--- config.mk ---
export PLATFORM = sky130hd
export DESIGN_NAME = mem_port_arbiter
export DESIGN_NICKNAME = d
export VERILOG_FILES = /design/src/rtl/mem_port_arbiter.sv
export SDC_FILE = /design/constraint.sdc
export NUM_CORES = 1
export LEC_CHECK = 0
export ABC_AREA = 1
export CAP_MARGIN = 20
export CORE_UTILIZATION = 26
export CTS_CLUSTER_DIAMETER = 60
export CTS_CLUSTER_SIZE = 30
export DETAILED_ROUTE_END_ITERATION = 8
export PLACE_DENSITY = 0.8
export SYNTH_ARGS = -nofsm -noshare
export SYNTH_HDL_FRONTEND = slang
export SYNTH_SLANG_ARGS = --single-unit
--- constraint.sdc ---
create_clock -name clk -period 1.5 [get_ports clk]
set_clock_uncertainty 0.1 [all_clocks]
set_input_delay 0.3 -clock clk [delete_from_list [all_inputs] [get_ports clk]]
set_output_delay 0.3 -clock clk [all_outputs]
set_load 0.02 [all_outputs]
--- src/rtl/mem_port_arbiter.sv ---
// Shares one synchronous single-port memory between instruction fetch and load/store.
// Data wins ties unless fetch has been denied MAX_WAIT cycles in a row.
module mem_port_arbiter #(
   parameter int AW = 8,
   parameter int DW = 8,
   parameter logic [AW-1:0] DATA_BASE = AW'(128),
   parameter int MAX_WAIT = 4
) (
   input  logic          clk,
   input  logic          rst_n,
   input  logic          i_req,
   input  logic [AW-1:0] i_addr,
   output logic          i_gnt,
   output logic          i_rvalid,
   output logic [DW-1:0] i_rdata,
   output logic          i_stall,
   input  logic          d_req,
   input  logic          d_we,
   input  logic [AW-1:0] d_addr,
   input  logic [DW-1:0] d_wdata,
   output logic          d_gnt,
   output logic          d_rvalid,
   output logic [DW-1:0] d_rdata,
   output logic [AW-1:0] m_addr,
   output logic          m_we,
   output logic [DW-1:0] m_wdata,
   input  logic [DW-1:0] m_rdata
);

   localparam int CW = $clog2(MAX_WAIT + 1);
   localparam logic [CW-1:0] WAIT_MAX = CW'(MAX_WAIT);

   logic [CW-1:0] wait_cnt;
   logic          starved;
   logic [AW-1:0] data_addr;

   assign starved   = (wait_cnt == WAIT_MAX);
   assign data_addr = d_addr + DATA_BASE;

   // Grants are masked by reset so nothing reaches the memory while rst_n is low.
   always_comb begin
      i_gnt  = 1'b0;
      d_gnt  = 1'b0;
      m_addr = '0;
      m_we   = 1'b0;
      if (rst_n) begin
         if (i_req && (!d_req || starved)) begin
            i_gnt  = 1'b1;
            m_addr = i_addr;
         end else if (d_req) begin
            d_gnt  = 1'b1;
            m_addr = data_addr;
            m_we   = d_we;
         end
      end
   end

   assign i_stall = i_req & ~i_gnt;
   assign m_wdata = d_wdata;
   assign i_rdata = m_rdata;
   assign d_rdata = m_rdata;

   // Read strobes line up with the memory's one-cycle read latency.
   always_ff @(posedge clk or negedge rst_n) begin
      if (!rst_n) begin
         i_rvalid <= 1'b0;
         d_rvalid <= 1'b0;
         wait_cnt <= '0;
      end else begin
         i_rvalid <= i_gnt;
         d_rvalid <= d_gnt & ~d_we;
         if (i_gnt || !i_req)
            wait_cnt <= '0;
         else if (!starved)
            wait_cnt <= wait_cnt + 1'b1;
      end
   end

endmodule

After elaboration in Yosys (flattened, before gate mapping)
Cells that the tools add are included.

storage, ports and cells
  register bits = 5
  word-level logic and storage cells = 29
  input bits = 37

operators by class
  eq/ne operators = 2
  $add $sub $neg = 2
  multiplexer cells = 13
  reduce and logical (&&, ||, !) cells = 5
  bitwise gates (word level) = 4

operators by type and width
  operator                                                          count
  8-bit 2-to-1 mux                                                  3
  8-bit adder (second input constant)                               1
  1-bit 2-to-1 mux                                                  8
  3-bit 2-to-1 mux                                                  2
  3-bit by 1-bit adder with 3-bit output (second input constant)    1
  3-bit equality test (second input constant)                       1
  1-bit bitwise AND                                                 2
  1-bit zero test                                                   2
  1-bit logical OR                                                  2
  2-bit by 1-bit != test with 1-bit output (second input constant)  1
  1-bit inverter                                                    2
  1-bit logical AND                                                 1

Depth between registers and ports, before layout
Gate-level depths: netlist of run 1.

  depth after elaboration = 7
  mapped depth = 7
  mapped depth without buffers = 7

Worst setup path after synthesis of run 1
OpenSTA, ideal clock, no wires.

  kind = reg2out
  start = register wait_cnt[0]
  end = output m_we
  stages on the path, launching flop included = 8
  arrival = 1.235 ns
  path buffers = 0
  setup slack = -0.135 ns
  data required time = 1.100 ns
  cells stage by stage = dfrtp_1 > inv_1 > ha_1 > nand2_4 > nand2_8 > nand2_4 > nand2_2 > nor2_1

on the way
  cells in the longest elaborated chain, start to end = 5

ends and longest elaborated chain
  what                    line  text
  start, declared         33    logic [CW-1:0] wait_cnt;
  start signal, assigned  75    wait_cnt <= wait_cnt + 1'b1;
  3-bit equality test     37    assign starved = (wait_cnt == WAIT_MAX);
  1-bit logical OR        47    if (i_req && (!d_req || starved)) begin
  1-bit logical AND       47
  1-bit 2-to-1 mux        47
  1-bit 2-to-1 mux        46    if (rst_n) begin
  end, declared           25    output logic m_we,

No other way between the ends.

Worst setup path after layout of run 1
  start = register wait_cnt[1]
  end = output m_addr[5]

on the way
  cells in the longest elaborated chain, start to end = 5

ends and longest elaborated chain
  what                 line  text
  3-bit equality test  37
  1-bit logical OR     47
  1-bit logical AND    47
  8-bit 2-to-1 mux     47
  8-bit 2-to-1 mux     46
  end, declared        24    output logic [AW-1:0] m_addr,

No other way between the ends.

==> results.json, run 1 <==
{
  "crit_chain": "inv_2 -> ha_4 -> nand2_4 -> nand2_8 -> buf_12 -> nand4_1 -> nand2_2 -> buf_6",
  "unrepaired_setup_endpoints_after_global_routing": "true",
  "power.total_mw": 0.640,
  "clk_root_buffer_cell": "sky130_fd_sc_hd__clkbuf_4",
  "maxCapViolCount": 0,
  "final_period_minus_worst_setup_slack_ns": 1.82,
  "timing.hold.ws_ns": 0.0814,
  "cts-root-to-sink-buffers": 2,
  "synth_top_area_cell": "sky130_fd_sc_hd__buf_4",
  "synth_commonest_cells": "sky130_fd_sc_hd__buf_4, sky130_fd_sc_hd__nand2_1, sky130_fd_sc_hd__inv_1, sky130_fd_sc_hd__nand4_1",
  "yosys.cell_count.top_type": "sky130_fd_sc_hd__buf_4",
  "placement.cell_area_um2": 916,
  "clock_latency_reported_for_the_late_side_of_the_worst_skew_pair_ns": 0.24,
  "filler_cell_count": 227,
  "final_number_of_hold_violating_endpoints": 0,
  "cts-hold-fix-buffers": 0,
  "detailedPlace.worstSlack_ns": -0.814,
  "maxSlewHeadroom": 0.853,
  "flow.area_growth_from_synthesis_pct": 61.0,
  "power.net_switching_mw": 0.219,
  "numCtsBuffers": 3,
  "maximum_number_of_pins_on_one_net_before_global_route_repair": 12,
  "pwr_dens_mw_per_mm2": 638,
  "initial_utilization": 0.279,
  "worst-endpoint-arrival_ns": 1.42,
  "post-route-period-util": 1.22,
  "worstSetupPathType": "register to output pin",
  "port-buffer-count": 34,
  "synth_enable_flop_cells": 0,
  "ys_seq_elements": 5,
  "avgViaCountPerCell": 4.60,
  "synth_ff_type": "sky130_fd_sc_hd__dfrtp_1",
  "htree_num_levels": 1,
  "ys_async_sr_fraction": 1.00,
  "violations": "negative setup slack",
  "groute.usage.overall": 0.144,
  "r2r_cells": 7,
  "cp.required_ns": 1.10,
  "mappedNetlistNets": 124,
  "die_width_um": 51.0,
  "timing.hold.worst.class": "input port to asynchronous set/reset pin",
  "gpl.final_weighted_congestion": 0.666,
  "worstMarginPinSlew_ns": 0.220,
  "detailed_route_iter0_violations": 1,
  "timing.final.setup_violations": 12,
  "synth_area_um2": 623,
  "synth_seq_area_share": 0.201,
  "sum_of_routed_wire_segments_on_met1_um": 575,
  "status": "finished, violations left",
  "wl_um": 1780,
  "route.vias.total": 630,
  "power.ir.vdd_worst_mv": 0.319,
  "post-route-worst-setup-slack_ns": -0.323,
  "number_of_pins_exceeding_their_max_slew_limit_in_the_final_report": 0,
  "detail_route.wl_per_cell_um": 13.0,
  "met2_length_um": 1060,
  "max_clock_freq_ghz": 0.548,
  "total_leakage_power_nw": 0.499,
  "share_seq_of_total_power": 0.248,
  "synthesis.yosys.warnings": 0,
  "drc": 0,
  "p_int_mw": 0.421,
  "antenna-diode-count": 0,
  "worstSetupStartpointType": "register",
  "grt_pass1_wl_um": 2770,
  "clk_transition_reported_paths_ns": 0.04,
  "post-route-util": 0.449,
  "synthCells": 85,
  "post_synth_main_area_contributors": "sky130_fd_sc_hd__buf_4, sky130_fd_sc_hd__dfrtp_1, sky130_fd_sc_hd__nand4_1, sky130_fd_sc_hd__nand2_1, sky130_fd_sc_hd__nand3_1",
  "fraction_of_layout_cells_with_a_size_suffix_above_1": 0.431,
  "path_max_fanout": 7,
  "clock-sinks": 5,
  "grt_antenna_before_repair": 0,
  "dieArea_mm2": 0.00260,
  "multi_input_comb_area_um2": 322,
  "ant_nets": 0,
  "seqCellArea_um2": 125,
  "power_frac_clock": 0.242,
  "tritoncts_clock_tree": "built",
  "rows": 17,
  "netSwitchingFraction": 0.342,
  "maxUsedRoutingLayer": "met3",
  "yosysTopAreaCellShare": 0.313,
  "ports": 75,
  "post-dp-hpwl_um": 1350,
  "die_height_um": 51.0,
  "routed-wl-met3_um": 150,
  "drt_pre_antenna_iters": 3,
  "worst_setup_end_kind": "output pin",
  "syn_area_per_cell_um2": 7.33,
  "crit_path_top_delay_cell": "sky130_fd_sc_hd__dfrtp_1",
  "comb_power_share": 0.510,
  "final_design_instance_area_without_fill_mm2": 0.00100,
  "grt_pass1_vias": 641,
  "final_net_count": 149,
  "core_mm2": 0.00223,
  "overflow": 0,
  "slowest_delay_ns": 0.39,
  "synth.lib_cells_used.distinct": 16
}
[registers in the layout (all words and copies together), names as in the netlist]
signal    flops
wait_cnt      3
d_rvalid      1
i_rvalid      1
[worst max-delay path: cells and delay by family, from the launching register on]
family,cells,cell delay (ns)
and+or+nand+nor,4,0.34
buffers and inverters,3,0.31
DFF,1,0.39
adders and majority gates,1,0.14
[power by group through the flow]
stage | Combinational [mW] | Clock [mW] | Sequential, mW
final | 0.326 | 0.155 | 0.159
after global routing | 0.360 | 0.176 | 0.159
after CTS | 0.324 | 0.165 | 0.159
after detailed placement | 0.290 | 0 | 0.159
after global placement | 0.278 | 0 | 0.158
after floorplan | 0.224 | 0 | 0.161
[logic make-up after synthesis]
| logic type | synth area share |
|---|---|
| XOR/XNOR | 0.0141 |
| flip-flops | 0.201 |
| AND/OR/NAND/NOR | 0.367 |
| adder cells (fa/ha/maj) | 0.0402 |
| buffers and inverters | 0.369 |
| AO/OA/AOI/OAI | 0.00802 |
[cell usage in the layout, fill, tap and decap left out, drive strengths merged, types with 2 or more instances in the layout]
cell           Yosys  routed
inv                8       8
ha                 2       2
clkdlybuf4s50      0      18
buf               26      24
nand2             17      17
dlygate4sd2        0       4
clkbuf             0       4
nor2               7       7
nand4              8       8
dfrtp              5       5
nand3              8       8
[through the flow]
step | TNS, ns | instances
after floorplan | -0.0235 | 85
after detailed placement | -9.20 | 129
final | -3.36 | 137
after global routing | -4.25 | 137
after global placement | -9.07 | 129
after CTS | -3.38 | 135
[path summary, 6_finish.rpt]
| path | endpoint | slack [ns] | from |
|---|---|---|---|
| worst max register to register | wait_cnt[1] | 0.16 | wait_cnt[1] |
| min in group clk | i_rdata[0] | 0.50 | m_rdata[0] |
| max in group asynchronous | d_rvalid | 1.11 | rst_n |
| worst max-delay path | m_addr[5] | -0.32 | wait_cnt[1] |
| worst min-delay path | d_rvalid | 0.08 | rst_n |
| worst min register to register | wait_cnt[0] | 0.66 | wait_cnt[0] |
[per-layer routing]
metal,vias up,GRT usage
li1,296,-
met5,-,0
met3,0,0.0327
met2,51,0.305
met1,283,0.125
met4,0,0.0556
[area by class of cell]
cell class	count	area share
Timing Repair Buffer	46	0.455
Clock buffer	4	0.0262
Inverter	9	0.0387
Multi-Input combinational cell	45	0.320
Tap cell	28	0.0349
Sequential cell	5	0.125
[repair_timing]
item | 4_1_cts | 5_1_grt
pin swaps | 9 | 0
gates resized for setup | 81 | 0
setup buffers | 2 | 2
endpoints found under the hold margin | 0 | 0
cloned | 0 | 0
endpoints found under the setup margin | 14 | 12
Power figures use the tool's default switching activity.
==> inputs of run 2 (changes only) <==
--- a/config.mk
+++ b/config.mk
@@ -7,11 +7,13 @@
 export LEC_CHECK = 0
 export ABC_AREA = 1
 export CAP_MARGIN = 20
-export CORE_UTILIZATION = 26
+export CORE_MARGIN = 4
+export CORE_UTILIZATION = 24
+export CTS_BUF_LIST = sky130_fd_sc_hd__clkbuf_4
 export CTS_CLUSTER_DIAMETER = 60
 export CTS_CLUSTER_SIZE = 30
 export DETAILED_ROUTE_END_ITERATION = 8
-export PLACE_DENSITY = 0.8
+export PLACE_DENSITY = 0.77
 export SYNTH_ARGS = -nofsm -noshare
 export SYNTH_HDL_FRONTEND = slang
 export SYNTH_SLANG_ARGS = --single-unit
==> constraint.sdc (replaced) <==
create_clock -name clk -period 1.6 [get_ports clk]
set_clock_uncertainty 0.1 [all_clocks]
set_input_delay 0.32 -clock clk [delete_from_list [all_inputs] [get_ports clk]]
set_output_delay 0.32 -clock clk [all_outputs]
set_load 0.02 [all_outputs]
==> results.json, run 2 (synthesis gave the netlist of run 1 again) <==
{
  "status": "finished, violations left",
  "violations": "negative setup slack",
  "fraction_of_layout_cells_with_a_size_suffix_above_1": 0.378,
  "drc": 0,
  "core_mm2": 0.00248,
  "worstSetupPathType": "register to output pin",
  "clk_transition_reported_paths_ns": 0.05,
  "total_leakage_power_nw": 0.535,
  "post-dp-hpwl_um": 1320,
  "placement.cell_area_um2": 873,
  "unrepaired_setup_endpoints_after_global_routing": "true",
  "timing.setup.tns_ns": -2.55,
  "die_height_um": 59.0,
  "final_period_minus_worst_setup_slack_ns": 1.86,
  "gpl.final_weighted_congestion": 0.655,
  "route.vias.total": 618,
  "final_net_count": 151,
  "largest_registers": "wait_cnt x3, d_rvalid x1, i_rvalid x1",
  "grt_antenna_before_repair": 0,
  "cts-hold-fix-buffers": 0,
  "grt_pass1_vias": 631,
  "flip_flop_count_of_the_largest_register_after_layout": 3,
  "numPlacedInstances": 130,
  "maxSlewHeadroom": 0.849,
  "clock-sinks": 5,
  "worst-endpoint-arrival_ns": 1.44,
  "detailed_route_iter0_violations": 19,
  "grt_pass1_wl_um": 2560,
  "port-buffer-count": 34,
  "tritoncts_clock_tree": "built",
  "flow.area_growth_from_synthesis_pct": 59.2,
  "drt_pre_antenna_iters": 3,
  "maximum_number_of_pins_on_one_net_before_global_route_repair": 12,
  "clk_root_buffer_cell": "sky130_fd_sc_hd__clkbuf_4",
  "final_number_of_hold_violating_endpoints": 0,
  "clock_latency_reported_for_the_late_side_of_the_worst_skew_pair_ns": 0.25,
  "avgViaCountPerCell": 4.38,
  "groute.usage.overall": 0.102,
  "mostFrequentLayoutCell": "sky130_fd_sc_hd__clkdlybuf4s50_1",
  "htree_num_levels": 1,
  "overflow": 0,
  "worst_setup_end_kind": "output pin",
  "top_register": "wait_cnt",
  "worstSetupStartpointType": "register",
  "path_max_fanout": 5,
  "number_of_pins_exceeding_their_max_slew_limit_in_the_final_report": 0,
  "dieArea_mm2": 0.00348,
  "post-route-period-util": 1.16,
  "detail_route.wl_per_cell_um": 12.3,
  "maxCapViolCount": 0,
  "max_clock_freq_ghz": 0.538,
  "antenna-diode-count": 0,
  "worstMarginPinSlew_ns": 0.226,
  "numCtsBuffers": 3,
  "ports": 75,
  "pwr_dens_mw_per_mm2": 629,
  "post-route-worst-setup-slack_ns": -0.259,
  "rows": 18,
  "number_of_standard_cells_in_the_layout_taps_in_and_fillers_out": 141,
  "wl_um": 1730,
  "mostFrequentLayoutCells": "sky130_fd_sc_hd__clkdlybuf4s50_1, sky130_fd_sc_hd__nand2_1, sky130_fd_sc_hd__buf_4",
  "cp.required_ns": 1.18,
  "power.ir.vdd_worst_mv": 0.356,
  "ant_nets": 0,
  "final_design_instance_area_without_fill_um2": 992,
  "die_width_um": 59.0,
  "timing.hold.worst.class": "input port to asynchronous set/reset pin",
  "cts-root-to-sink-buffers": 2,
  "timing.final.setup_violations": 12,
  "timing.hold.ws_ns": 0.313,
  "initial_utilization": 0.252
}
[run 2: cell types whose count changed in the layout (fill, tap and decap cells not counted), moves of 2 or more]
cell and delta:
sky130_fd_sc_hd__buf_4 +3, sky130_fd_sc_hd__dlygate4sd2_1 -3, sky130_fd_sc_hd__dlymetal6s2s_1 +2, sky130_fd_sc_hd__nand2_1 +8
sky130_fd_sc_hd__nand2_2 -8
[run 2: per-layer routing]
layer  part of all wire  vias to the layer above  wire (um)  global-route usage
li1                   -                      300          -                   -
met1               0.34                      274        582              0.0930
met2               0.52                       36        893               0.181
met3               0.11                        8        192              0.0285
met4              0.036                        0         62              0.0939
met5                  0                        -          0                   0
[run 2: cell type report]
cell class	count	area (um^2)
multi-input combinational	45	297
sequential	5	125
fill	268	1490
clock buffer	4	30.0
tap	30	37.5
inverter	9	35.0
timing repair buffer	48	468
[run 2: report_power, final]
group	switching [mW]	internal, mW	leakage, nW
clock network	0.0575	0.112	0.0184
registers	0.00972	0.140	0.0668
logic	0.138	0.168	0.450
[run 2: final timing paths]
check | from | end | slack, ns | cells past startpoint
worst min register to register | wait_cnt[1] | wait_cnt[1] | 0.58 | 4
worst min-delay path | rst_n | wait_cnt[1] | 0.31 | 2
max in group asynchronous | rst_n | i_rvalid | 0.93 | 2
worst max register to register | wait_cnt[0] | wait_cnt[2] | 0.26 | 8
worst max-delay path | wait_cnt[0] | m_addr[5] | -0.26 | 8
min in group clk | d_wdata[0] | m_wdata[0] | 0.54 | 0
[run 2: metrics by stage]
| stage | utilization | setup WS [ns] | power, mW |
|---|---|---|---|
| 6_report | 0.401 | -0.259 | 0.624 |
| 5_1_grt | 0.401 | -0.375 | 0.668 |
| 2_1_floorplan | - | 0.0302 | 0.355 |
| 3_3_place_gp | 0.353 | -0.714 | 0.396 |
| 4_1_cts | 0.382 | -0.279 | 0.610 |
| 3_5_place_dp | 0.353 | -0.740 | 0.404 |
[run 2: critical path, cell delays in order, from the launching register on]
cell and delay (ns):
sky130_fd_sc_hd__dfrtp_1 0.39, sky130_fd_sc_hd__inv_2 0.09, sky130_fd_sc_hd__ha_4 0.14, sky130_fd_sc_hd__nand2_4 0.06, sky130_fd_sc_hd__nand2_8 0.09, sky130_fd_sc_hd__buf_6 0.11
sky130_fd_sc_hd__nand4_1 0.09, sky130_fd_sc_hd__nand2_1 0.10, sky130_fd_sc_hd__buf_6 0.12
[run 2: timing repair]
action,in CTS,in global routing
gates cloned,0,0
pin swaps,8,3
resized for setup,74,5
endpoints found under the setup margin,12,14
buffers inserted,3,4
